## config.mk

```make
export PLATFORM = sky130hd
export DESIGN_NAME = mdu_seq
export DESIGN_NICKNAME = d
export VERILOG_FILES = /design/src/rtl/mdu_pkg.sv /design/src/rtl/mdu_special.sv /design/src/rtl/mdu_seq.sv
export SDC_FILE = /design/constraint.sdc
export NUM_CORES = 1
export LEC_CHECK = 0
export CORE_ASPECT_RATIO = 0.6
export CORE_MARGIN = 2
export CORE_UTILIZATION = 35
export DETAILED_ROUTE_END_ITERATION = 8
export GPL_ROUTABILITY_DRIVEN = 0
export PLACE_DENSITY = 0.65
export RECOVER_POWER = 50
export SLEW_MARGIN = 15
export SYNTH_ARGS = -nofsm -noshare
export SYNTH_HDL_FRONTEND = slang
export SYNTH_SLANG_ARGS = --single-unit
```

## constraint.sdc

```tcl
create_clock -name i_clk -period 2.7 [get_ports i_clk]
set_clock_uncertainty 0.1 [all_clocks]
set_input_delay 0.27 -clock i_clk [delete_from_list [all_inputs] [get_ports i_clk]]
set_output_delay 0.27 -clock i_clk [all_outputs]
set_load 0.01 [all_outputs]
```

## src/rtl/mdu_pkg.sv

```systemverilog
// -----------------------------------------------------------------------------
// mdu_pkg
// Shared definitions for the M-extension sequencing stage:
//   - funct3 encodings of the eight RV32M operations
//   - INT_MIN, the most negative 32-bit signed value (divide-overflow operand)
//   - state_t, the sequencer FSM state encoding
//   - CNT_W, width of the multicycle-path down-counter
// -----------------------------------------------------------------------------
package mdu_pkg;

   localparam logic [2:0] OP_MUL    = 3'd0;
   localparam logic [2:0] OP_MULH   = 3'd1;
   localparam logic [2:0] OP_MULHSU = 3'd2;
   localparam logic [2:0] OP_MULHU  = 3'd3;
   localparam logic [2:0] OP_DIV    = 3'd4;
   localparam logic [2:0] OP_DIVU   = 3'd5;
   localparam logic [2:0] OP_REM    = 3'd6;
   localparam logic [2:0] OP_REMU   = 3'd7;

   localparam logic [31:0] INT_MIN = 32'h8000_0000;

   localparam int CNT_W = 4;

   typedef enum logic [1:0] {
      IDLE = 2'd0,
      WAIT = 2'd1,
      DONE = 2'd2
   } state_t;

endpackage

```

## src/rtl/mdu_special.sv

```systemverilog
// -----------------------------------------------------------------------------
// mdu_special
// Combinational detector for the RISC-V divide corner cases whose result the
// ALU does not define: divide by zero and signed overflow (INT_MIN / -1).
// Ports:
//   op_i          funct3 of the request
//   x_i, y_i      rs1 / rs2 operands
//   special_o     1 when special_val_o must replace the ALU result
//   special_val_o architecturally defined result for the corner case
// -----------------------------------------------------------------------------
module mdu_special
   import mdu_pkg::*;
(
   input  logic [2:0]  op_i,
   input  logic [31:0] x_i,
   input  logic [31:0] y_i,
   output logic        special_o,
   output logic [31:0] special_val_o
);

   logic y_zero;
   logic sgn_ovf;

   assign y_zero  = (y_i == 32'h0000_0000);
   assign sgn_ovf = (x_i == INT_MIN) && (y_i == 32'hFFFF_FFFF);

   always_comb begin
      special_o     = 1'b0;
      special_val_o = 32'h0000_0000;
      case (op_i)
         OP_DIV: begin
            if (y_zero) begin
               special_o     = 1'b1;
               special_val_o = 32'hFFFF_FFFF;
            end else if (sgn_ovf) begin
               special_o     = 1'b1;
               special_val_o = INT_MIN;
            end
         end
         OP_DIVU: begin
            if (y_zero) begin
               special_o     = 1'b1;
               special_val_o = 32'hFFFF_FFFF;
            end
         end
         OP_REM: begin
            if (y_zero) begin
               special_o     = 1'b1;
               special_val_o = x_i;
            end else if (sgn_ovf) begin
               special_o     = 1'b1;
               special_val_o = 32'h0000_0000;
            end
         end
         OP_REMU: begin
            if (y_zero) begin
               special_o     = 1'b1;
               special_val_o = x_i;
            end
         end
         default: begin
            // multiplies are always fully defined by the ALU
         end
      endcase
   end

endmodule

```

## src/rtl/mdu_seq.sv

```systemverilog
// -----------------------------------------------------------------------------
// mdu_seq
// Sequencing stage around the combinational RV32M ALU. Registers the request
// operands so the ALU sees stable inputs for a LATENCY-cycle multicycle path,
// substitutes the defined divide corner-case results, and hands the result
// plus destination tag to writeback.
//
// Build option: define MDU_FASTPATH_EN to let special-case requests complete
// one edge after accept regardless of LATENCY.
//
// Ports:
//   i_clk, i_rst          clock, synchronous active-high reset
//   i_valid/o_ready       request handshake from decode
//   i_op, i_x, i_y, i_rd  request funct3, operands, destination tag
//   i_flush               abort any in-flight op (reset still has priority)
//   o_malu_op/x/y         registered operands driven to the ALU
//   i_malu_result         ALU result, sampled at the capture edge
//   o_valid/i_ready       result handshake to writeback
//   o_result, o_rd        result and destination tag
//   o_busy                high while an op is in WAIT or DONE
// -----------------------------------------------------------------------------
module mdu_seq
   import mdu_pkg::*;
#(
   parameter int LATENCY = 2,
   parameter int TAG_W   = 5
) (
   input  logic             i_clk,
   input  logic             i_rst,
   input  logic             i_valid,
   output logic             o_ready,
   input  logic [2:0]       i_op,
   input  logic [31:0]      i_x,
   input  logic [31:0]      i_y,
   input  logic [TAG_W-1:0] i_rd,
   input  logic             i_flush,
   output logic [2:0]       o_malu_op,
   output logic [31:0]      o_malu_x,
   output logic [31:0]      o_malu_y,
   input  logic [31:0]      i_malu_result,
   output logic             o_valid,
   input  logic             i_ready,
   output logic [31:0]      o_result,
   output logic [TAG_W-1:0] o_rd,
   output logic             o_busy
);

   if (LATENCY < 1 || LATENCY > 15) begin : g_bad_latency
      $error("mdu_seq: LATENCY must be in 1..15");
   end

   localparam logic [CNT_W-1:0] CNT_LOAD = CNT_W'(LATENCY - 1);

   state_t             state_q, state_d;
   logic [CNT_W-1:0]   cnt_q, cnt_d;
   logic [2:0]         op_q, op_d;
   logic [31:0]        x_q, x_d;
   logic [31:0]        y_q, y_d;
   logic [TAG_W-1:0]   rd_q, rd_d;
   logic               special_q, special_d;
   logic [31:0]        special_val_q, special_val_d;
   logic [31:0]        result_q, result_d;
   logic [TAG_W-1:0]   res_rd_q, res_rd_d;

   logic               accept;
   logic               sp_special;
   logic [31:0]        sp_val;
   logic [CNT_W-1:0]   load_cnt;

   // Special-case detection works on the raw request so the flag is ready
   // to be latched on the accept edge.
   mdu_special u_special (
      .op_i          (i_op),
      .x_i           (i_x),
      .y_i           (i_y),
      .special_o     (sp_special),
      .special_val_o (sp_val)
   );

`ifdef MDU_FASTPATH_EN
   // A special result is already known at accept; it spends a single WAIT
   // edge, matching the timing of a LATENCY=1 operation.
   assign load_cnt = sp_special ? '0 : CNT_LOAD;
`else
   assign load_cnt = CNT_LOAD;
`endif

   // Ready in DONE follows i_ready combinationally so writeback draining a
   // result and decode issuing the next request share one edge.
   assign o_ready = (state_q == IDLE) || ((state_q == DONE) && i_ready);
   assign accept  = i_valid && o_ready && !i_flush;

   always_comb begin
      state_d       = state_q;
      cnt_d         = cnt_q;
      op_d          = op_q;
      x_d           = x_q;
      y_d           = y_q;
      rd_d          = rd_q;
      special_d     = special_q;
      special_val_d = special_val_q;
      result_d      = result_q;
      res_rd_d      = res_rd_q;

      case (state_q)
         IDLE: begin
         end
         WAIT: begin
            if (cnt_q != '0) begin
               cnt_d = cnt_q - 1'b1;
            end else begin
               result_d = special_q ? special_val_q : i_malu_result;
               res_rd_d = rd_q;
               state_d  = DONE;
            end
         end
         DONE: begin
            if (i_ready) begin
               state_d = IDLE;
            end
         end
         default: begin
            state_d = IDLE;
         end
      endcase

      // Accept can only occur in IDLE or in DONE while draining, so it
      // overrides the DONE->IDLE move above.
      if (accept) begin
         op_d          = i_op;
         x_d           = i_x;
         y_d           = i_y;
         rd_d          = i_rd;
         special_d     = sp_special;
         special_val_d = sp_val;
         cnt_d         = load_cnt;
         state_d       = WAIT;
      end

      // Flush beats both accept (already gated) and result capture.
      if (i_flush) begin
         state_d  = IDLE;
         cnt_d    = '0;
         result_d = result_q;
         res_rd_d = res_rd_q;
      end
   end

   always_ff @(posedge i_clk) begin
      if (i_rst) begin
         state_q       <= IDLE;
         cnt_q         <= '0;
         op_q          <= '0;
         x_q           <= '0;
         y_q           <= '0;
         rd_q          <= '0;
         special_q     <= 1'b0;
         special_val_q <= '0;
         result_q      <= '0;
         res_rd_q      <= '0;
      end else begin
         state_q       <= state_d;
         cnt_q         <= cnt_d;
         op_q          <= op_d;
         x_q           <= x_d;
         y_q           <= y_d;
         rd_q          <= rd_d;
         special_q     <= special_d;
         special_val_q <= special_val_d;
         result_q      <= result_d;
         res_rd_q      <= res_rd_d;
      end
   end

   assign o_malu_op = op_q;
   assign o_malu_x  = x_q;
   assign o_malu_y  = y_q;
   assign o_valid   = (state_q == DONE);
   assign o_busy    = (state_q != IDLE);
   assign o_result  = result_q;
   assign o_rd      = res_rd_q;

endmodule
```

==> flow_summary.ini <==
[outcome]
status = complete, no violations

[yosys]
synth.most_common_cell = nand2_1
ys_top_cells_by_area = dfxtp_1 50%, nand2_1 11%, a21oi_1 6.6%, mux2i_1 6.3%, a21oi_2 4.3%
avgSynthCellArea_sq_um = 8.52
synth_mux_area_frac = 0.0627
synth-async-reset-ratio = 0
synth_edf_count = 0
synth_top_family_by_area = simple AND/OR/NAND/NOR gates
synth_fa_ha_area_frac = 0.00212
netlist.top_cell.by_area = dfxtp_1
synth-simple-area-share = 0.205
netlist_instances = 693
yosysTopAreaCellShare = 0.502
ys_warn_count = 0
synth_fp_nets = 803
synth-seq-area-share = 0.502
dominantRegCellSynth = dfxtp_1
synth-xor-area-share = 0.00297
ys_ff_latch = 148
synth_compound_area_frac = 0.183
netlist_top_cells_count = 180 x nand2_1, 148 x dfxtp_1, 78 x a21oi_1
synth_cell_types = 40
synthesis.area_sq_um = 5900

[floorplan]
rows = 36
die_area_sq_um = 18000
die_x_microns = 172
die_h_microns = 105
start_util = 0.361
core-area_sq_um = 16400
io_pins = 216

[cells_and_area]
instances_no_fill = 1134
stdcell_area_sq_um = 8910
syn_to_final_growth_pct = 50.9
drive_gt1_frac = 0.0994
fin_nets = 1002

[route]
dr.pass1.iters = 4
routed_wirelength_microns = 19100
via_per_inst = 4.92
detail-route-antenna-nets = 0
drtIter0Drc = 328
avgRoutedWirePerCell_microns = 16.8
drc = 0
num_vias = 5582

[clock_network]
htreeDepth = 4
cts_buffer_depth = 2
clk_pin_slew_ns = 0.07
clk_latency_ns = 0.41
clock_sinks = 148
cts_tree = built
cts_hold_buf = 0
postCtsSetupBuffers = 0
cts-buffers-inserted = 17
root_buffer = clkbuf_16
post_cts_resized = 0

[worst_setup_path]
critPathKind = flip-flop to flip-flop
crit_arrival_ns = 2.59
startpoint_type = flip-flop
path_max_fanout = 105
required_ns = 2.95
endpoint_kind = flip-flop

[timing]
final_hold_viol_count = 0
slew_viol_final = 0
slew_headroom = 0.220
setup_ws_ns = 0.352
timing.fmax_mhz = 426
holdWs_ns = 0.166
timing.final.setup_violations = 0
setup_tns_ns = 0
rsz0062_at_grt = no
finalCritPeriodShare = 0.869
period_minus_slack_ns = 2.35
worstMarginPinSlew_ns = 1.17

[pwr]
clkPwrFrac = 0.463
p_leak_nw = 3.26
comb_power_share = 0.113
ir_drop_uv = 428
power_density_nw_per_um2 = 606
p_sw_mw = 1.35
power_frac_seq = 0.424
switching_share = 0.251
p_int_mw = 4.04

[global_route]
grt_first_pass_wirelength_microns = 29500
grtUsageTotal = 0.211
antenna_found_initial = 3
grt-ovfl-total = 0
grt_pass1_vias = 5278
grt_max_degree = 106

[place]
hpwl_microns = 13400
placedInstanceArea_sq_um = 8310
io_buffers = 215
pre_cts_ws_ns = 0.0957
dp_cells = 1101

[job]
max_cap_violations = 0

[worst_hold_path]
hold_class = input pin to flip-flop
[state kept, by name, summed over array words and instances, names as in the netlist]
signal,cells
o_result,32
state_q,2
rd_q,5
o_rd,5
o_malu_x,32
special_val_q,32
o_malu_op,3
special_q,1
cnt_q,4
o_malu_y,32
[kinds of logic (layout without fill, tap and decap cells)]
kind of cell / Yosys count / count (layout)
other: 0 / 1
AOI/OAI and AO/OA: 175 / 175
adders and majority gates: 1 / 1
and+or+nand+nor: 272 / 272
buffers and inverters: 58 / 270
muxes: 37 / 37
xor gates and xnor gates: 2 / 2
DFF: 148 / 148
[cell type report]
type	instances	area, sq um
clock buffer	17	425
timing repair buffer	233	2330
inverter	5	18.8
tap	228	285
clock inverter	15	194
fill	1497	7440
multi-input combinational	487	2690
antenna	1	2.50
sequential	148	2960
[layout by cell type (no fill, tap or decap), types with 3 or more instances in the layout]
cell / n
nand4_1: 7
clkdlybuf4s50_1: 110
bufinv_16: 3
dlygate4sd3_1: 104
clkbuf_16: 17
inv_1: 5
a21oi_2: 29
nor2b_1: 3
nand4b_1: 4
nor2_1: 42
buf_4: 15
nor3_1: 3
buf_12: 3
inv_6: 5
a211oi_1: 33
mux2i_1: 37
dfxtp_1: 147
nand2_1: 180
o21ai_1: 29
a21oi_1: 78
nor4_1: 12
or4_1: 3
[per-stage QoR]
stage / util / total power [mW]
after CTS: 0.546 / 5.48
after detailed placement: 0.508 / 2.97
after floorplan: - / 2.57
final: 0.545 / 5.40
after global placement: 0.508 / 2.97
after global routing: 0.545 / 5.59
[per-layer routing]
layer	global-route usage	share of wire	vias up
met3	0.0818	0.085	12
met5	0	0.0010	-
met2	0.300	0.41	161
met4	0.0442	0.0067	4
met1	0.300	0.49	2601
li1	-	-	2804
[critical path: stages, from the launching register on]
cell and delay (ns):
dfxtp_1 0.39, nor2b_1 0.27, or4b_4 0.23, buf_4 0.84, nand2_1 0.18, a21oi_2 0.15
[path summary, 6_finish.rpt]
kind         depth (start not counted)                end         start  slack [ns]
max reg2reg                          5   special_val_q[4]    state_q[1]        0.35
min reg2reg                          2       o_malu_x[31]  o_malu_x[31]        0.35
max                                  5   special_val_q[4]    state_q[1]        0.35
min                                  2  special_val_q[18]         i_rst        0.17
[power groups by stage]
stage	clock, mW	sequential (mW)	combinational [mW]
after floorplan	0	2.37	0.202
after global placement	0	2.34	0.636
after detailed placement	0	2.34	0.637
after CTS	2.55	2.29	0.640
after global routing	2.64	2.29	0.660
final	2.50	2.29	0.610
Power figures use the tool's default switching activity.
